**config.mk**
```make
export PLATFORM = sky130hd
export DESIGN_NAME = regfile_wr_seq
export DESIGN_NICKNAME = d
export VERILOG_FILES = /design/src/rtl/regfile_pkg.sv /design/src/rtl/regfile_rd_fwd.sv /design/src/rtl/regfile_wr_seq.sv
export SDC_FILE = /design/constraint.sdc
export NUM_CORES = 1
export LEC_CHECK = 0
export ABC_CLOCK_PERIOD_IN_PS = 1600
export CORE_UTILIZATION = 34
export CTS_CLUSTER_SIZE = 40
export DETAILED_ROUTE_END_ITERATION = 8
export PLACE_DENSITY = 0.75
export RECOVER_POWER = 100
export SETUP_SLACK_MARGIN = 0.4
export SYNTH_ARGS = -nofsm -noshare
export SYNTH_HDL_FRONTEND = slang
export SYNTH_SLANG_ARGS = --single-unit
export TNS_END_PERCENT = 20
```
**constraint.sdc**
```tcl
create_clock -name clk -period 1.6 [get_ports clk]
set_input_delay 0.32 -clock clk [delete_from_list [all_inputs] [get_ports clk]]
set_output_delay 0.32 -clock clk [all_outputs]
set_load 0.02 [all_outputs]
```
**src/rtl/regfile_pkg.sv**
```systemverilog
// Shared widths and FSM state encoding for the register-file write sequencer.
package regfile_pkg;

    localparam int REGFILE_ADDR_W = 5;
    localparam int REGFILE_DATA_W = 32;

    typedef enum logic [0:0] {
        CLEAR = 1'b0,
        RUN   = 1'b1
    } state_e;

endpackage

```
**src/rtl/regfile_rd_fwd.sv**
```systemverilog
// Read-side mux for one RAM read port: clear masking, write forwarding, then RAM data.
module regfile_rd_fwd
    import regfile_pkg::*;
#(
    parameter int                 ADDR_W    = REGFILE_ADDR_W,
    parameter int                 DATA_W    = REGFILE_DATA_W,
    parameter logic [DATA_W-1:0]  CLEAR_VAL = '0
) (
    input  logic              force_clear,
    input  logic              fwd_en,
    input  logic [ADDR_W-1:0] fwd_addr,
    input  logic [DATA_W-1:0] fwd_data,
    input  logic [ADDR_W-1:0] rd_addr,
    input  logic [DATA_W-1:0] ram_rd_data,
    output logic [DATA_W-1:0] rd_data
);

    // The registered write has not reached the RAM yet, so it must win over ram_rd_data.
    always_comb begin
        rd_data = ram_rd_data;
        if (force_clear) begin
            rd_data = CLEAR_VAL;
        end else if (fwd_en && (fwd_addr == rd_addr)) begin
            rd_data = fwd_data;
        end
    end

endmodule

```
**src/rtl/regfile_wr_seq.sv**
```systemverilog
// Write-side sequencer for the register-file RAM: clear sweep after reset, then a
// registered writeback port. Optional hardwired-x0 behaviour via REGFILE_X0_DISCARD_EN.
module regfile_wr_seq
    import regfile_pkg::*;
#(
    parameter int                 ADDR_W    = REGFILE_ADDR_W,
    parameter int                 DATA_W    = REGFILE_DATA_W,
    parameter logic [DATA_W-1:0]  CLEAR_VAL = '0
) (
    input  logic              clk,
    input  logic              rst,
    input  logic              in_valid,
    output logic              in_ready,
    input  logic [ADDR_W-1:0] in_addr,
    input  logic [DATA_W-1:0] in_data,
    output logic              ram_wr_en,
    output logic              ram_wr_mask,
    output logic [ADDR_W-1:0] ram_wr_addr,
    output logic [DATA_W-1:0] ram_wr_data,
    input  logic [ADDR_W-1:0] rd_addr,
    output logic [ADDR_W-1:0] ram_rd_addr,
    input  logic [DATA_W-1:0] ram_rd_data,
    output logic [DATA_W-1:0] rd_data,
    output logic              init_done
);

    localparam logic [0:0]        ST_CLEAR  = CLEAR;
    localparam logic [0:0]        ST_RUN    = RUN;
    localparam logic [ADDR_W-1:0] LAST_ADDR = '1;

    logic [0:0]        state;
    logic [ADDR_W-1:0] cnt;
    logic              wr_en_q;
    logic [ADDR_W-1:0] wr_addr_q;
    logic [DATA_W-1:0] wr_data_q;
    logic              accept;
    logic              commit;
    logic              rd_clear;

    // Handshake: a request transfers on a cycle where in_valid and in_ready are both high;
    // in_ready is high exactly while in RUN and does not depend on in_valid.
    assign in_ready = (state == ST_RUN);
    assign accept   = in_valid && in_ready;

`ifdef REGFILE_X0_DISCARD_EN
    assign commit   = accept && (in_addr != '0);
    assign rd_clear = (state == ST_CLEAR) || (rd_addr == '0);
`else
    assign commit   = accept;
    assign rd_clear = (state == ST_CLEAR);
`endif

    always_ff @(posedge clk or posedge rst) begin
        if (rst) begin
            state     <= ST_CLEAR;
            cnt       <= '0;
            wr_en_q   <= 1'b0;
            wr_addr_q <= '0;
            wr_data_q <= '0;
        end else if (state == ST_CLEAR) begin
            wr_en_q   <= 1'b1;
            wr_addr_q <= cnt;
            wr_data_q <= CLEAR_VAL;
            cnt       <= cnt + 1'b1;
            if (cnt == LAST_ADDR) begin
                state <= ST_RUN;
            end
        end else begin
            // Address and data hold when idle so the RAM inputs stay quiet.
            wr_en_q <= commit;
            if (commit) begin
                wr_addr_q <= in_addr;
                wr_data_q <= in_data;
            end
        end
    end

    assign ram_wr_en   = wr_en_q;
    assign ram_wr_mask = 1'b1;
    assign ram_wr_addr = wr_addr_q;
    assign ram_wr_data = wr_data_q;
    assign ram_rd_addr = rd_addr;
    assign init_done   = (state == ST_RUN);

    regfile_rd_fwd #(
        .ADDR_W    (ADDR_W),
        .DATA_W    (DATA_W),
        .CLEAR_VAL (CLEAR_VAL)
    ) u_rd_fwd (
        .force_clear (rd_clear),
        .fwd_en      (wr_en_q),
        .fwd_addr    (wr_addr_q),
        .fwd_data    (wr_data_q),
        .rd_addr     (rd_addr),
        .ram_rd_data (ram_rd_data),
        .rd_data     (rd_data)
    );

endmodule
```
==> impl_metrics.toml <==
[placed_design]
gp_congestion = 0.7239
place_area_sq_um = 4751
port_buffers = 153
dp_cells = 516
hpwl_mm = 5.506

[global_routing]
grt-ovfl-total = 0
antenna_found_initial = 0
grt_max_degree = 45
grt_pass1_vias = 2518
grt_pass1_wl_mm = 12.63
grt_use_total_pct = 19.09

[sta]
fin_crit_sh_pct = 154.0
finalCriticalPeriod_ns = 2.464
fin_ws_ns = -0.8636
fmax_ghz = 0.4059
slew_headroom_pct = 34.44
setup_violations = 38
hold_violations = 0
rsz0062_at_grt = "yes"
slew_violations = 0
tightest_slew_ns = 0.9834
fin_hold_ws_ns = 0.5317
fin_skew_ns = 0.01178

[yosys]
synth-xor-area-share_pct = 2.657
synth-simple-area-share_pct = 19.17
synth_edf_count = 0
synth_top_family_by_area = "multiplexers"
synthMuxAreaShare_pct = 27.04
avgSynthCellArea_sq_um = 9.878
synth_cells = 267
synthAdderAreaFrac_pct = 0.9488
ys_seq_elements = 44
netlist_area_sq_um = 2638
yosys_most_used_dff = "dfrtp_1"
yosysUniqueCellTypes = 22
async_reset_ff_share_pct = 100.0
synth_nets = 346
synth_compound_gate_area_share_pct = 0.9488
yosysSeqAreaShare_pct = 41.75
yosysWarnings = 0

[clock_network]
insertion_delay_ns = 0.29
clock_path_buffers = 2
h-tree-depth = 2
clkSlewWorstSetupHoldPaths_ns = 0.09
cts_root_buf = "clkbuf_8"
cts_tree = "built"
clkSinkCount = 44
cts_inserted_buffers = 5

[floorplan]
die-width_um = 90.08
rows = 31
core_area_sq_um = 7370
die_area_sq_um = 8114
num_io_pins = 155
die_height_um = 90.08
start_util_pct = 35.79

[drt]
wl_per_cell_um = 14.14
drt-vias-per-instance = 4.625
antenna_left = 0
drc = 0
vias = 2451
drtIter0Drc = 60
wl_mm = 7.496
drtPass1Iterations = 4

[layout]
utilization_pct = 65.14
syn_to_final_growth_pct = 82.02
fin_nets = 509
stdcell_count = 530
design_area_sq_um = 4801
fillers = 633
final_cell_mix = "clkdlybuf4s50_1, nand2_1, clkbuf_1"
antenna_cells = 0
final_common_cell = "clkdlybuf4s50_1"
final-seq-area_sq_um = 1107
multi_input_area_sq_um = 1787
drive_gt1_share_pct = 26.91

[worst_hold_path]
hp-class = "reg -> reg"
whs_path_depth = 1

[pwr]
netSwitchingFraction_pct = 30.53
combPwrFrac_pct = 34.6
p_leak_nw = 2.130
intPower_w = 0.002246
peakVddDrop_v = 0.0003271
power.density_nw_per_um2 = 673.6
power_switching_w = 0.0009874
p_clk_share_pct = 25.8
seqPwrFrac_pct = 39.6

[critical_path]
reg2regPathDepth = 3
path_delay_family = "simple AND/OR/NAND/NOR gates"
path_class = "reg -> out"
startpoint_type = "register"
cp.arrival_ns = 2.14
max_stage_delay_ns = 0.41
worst_path_max_delay_cell = "dfrtp_1"
cp.depth = 7
critPathMaxFanout = 7
critPathCaptureType = "output port"
crit_chain = "xor2_1 > nor4_2 > and3_4 > buf_12 > buf_16 > mux2i_4 > buf_6"
cp.required_ns = 1.28
cp_num_buf_inv = 3

[outcome]
status = "complete, but fails checks"
failed_checks = "setup timing"

[run]
cap_viol_max_count = 0
cell families (layout without fill, tap and decap cells):
| family | Yosys count | count (layout) |
|---|---|---|
| other | 1 | 1 |
| adder cells (fa/ha/maj) | 2 | 2 |
| AND/OR/NAND/NOR | 108 | 108 |
| flip-flops | 44 | 44 |
| multiplexers | 71 | 71 |
| AO/OA/AOI/OAI | 5 | 5 |
| XOR/XNOR | 8 | 8 |
| buffers and inverters | 28 | 192 |
state kept, by name, summed over array words and instances, names as in the netlist:
register / count
in_ready: 1
ram_wr_data: 32
cnt: 5
ram_wr_en: 1
ram_wr_addr: 5
power groups by stage:
stage | combinational (W) | sequential (W) | clock (W)
6_report | 0.00112 | 0.00128 | 0.000835
5_1_grt | 0.00120 | 0.00129 | 0.000909
4_1_cts | 0.00121 | 0.00129 | 0.000864
3_5_place_dp | 0.00120 | 0.00130 | 0
3_3_place_gp | 0.00119 | 0.00130 | 0
2_1_floorplan | 0.000490 | 0.00142 | 0
area by class of cell:
cell class,instances,area share (%)
inverters,1,0.07819
clock inverters,1,0.6255
well taps,99,2.580
flip-flops and latches,44,23.06
clock buffers,7,1.590
multi-input cells,195,37.22
repair buffers,183,34.84
cell usage after synthesis, drive strengths merged (4+ instances only):
master | instances | area [sq um]
mux2i | 69 | 690.7
xnor2 | 4 | 35.03
nand2 | 64 | 240.2
a21oi | 5 | 25.02
clkbuf | 11 | 41.29
xor2 | 4 | 35.03
nor2b | 32 | 200.2
nor2 | 5 | 18.77
buf | 16 | 148.9
dfrtp | 44 | 1101
timing repair:
action / 4_1_cts / 5_1_grt
setup buffers: 2 / 2
setup endpoints to repair: 82 / 79
hold buffers: 0 / 0
resized for setup: 426 / 59
pin swaps: 6 / 7
cloned: 2 / 0
per-layer routing:
metal	part of all wire [%]	global-route usage [%]	vias up	routed length, um
li1	-	-	1195	-
met1	42	24.50	1162	3133
met5	0	0	-	0
met4	1.4	4.973	0	104
met2	52	33.02	86	3915
met3	4.5	3.469	8	341
path summary, 6_finish.rpt:
path                       slack, ns            from              end
max                            -0.86  ram_wr_addr[3]      rd_data[17]
min                             0.53          cnt[3]           cnt[3]
max reg2reg                    -0.14        in_ready           cnt[1]
min reg2reg                     0.53          cnt[3]           cnt[3]
max in group asynchronous       0.14             rst   ram_wr_addr[0]
min in group asynchronous       0.79             rst  ram_wr_data[24]
through the flow:
stage / power (W) / setup TNS [ns] / setup slack, ns
after floorplan: 0.001907 / -11.63 / -0.3677
after global placement: 0.002487 / -44.97 / -1.404
after detailed placement: 0.002505 / -45.52 / -1.437
after CTS: 0.003356 / -27.04 / -0.9166
after global routing: 0.003400 / -31.96 / -0.9702
final: 0.003234 / -26.75 / -0.8636
(Power assumes the default switching activity.)
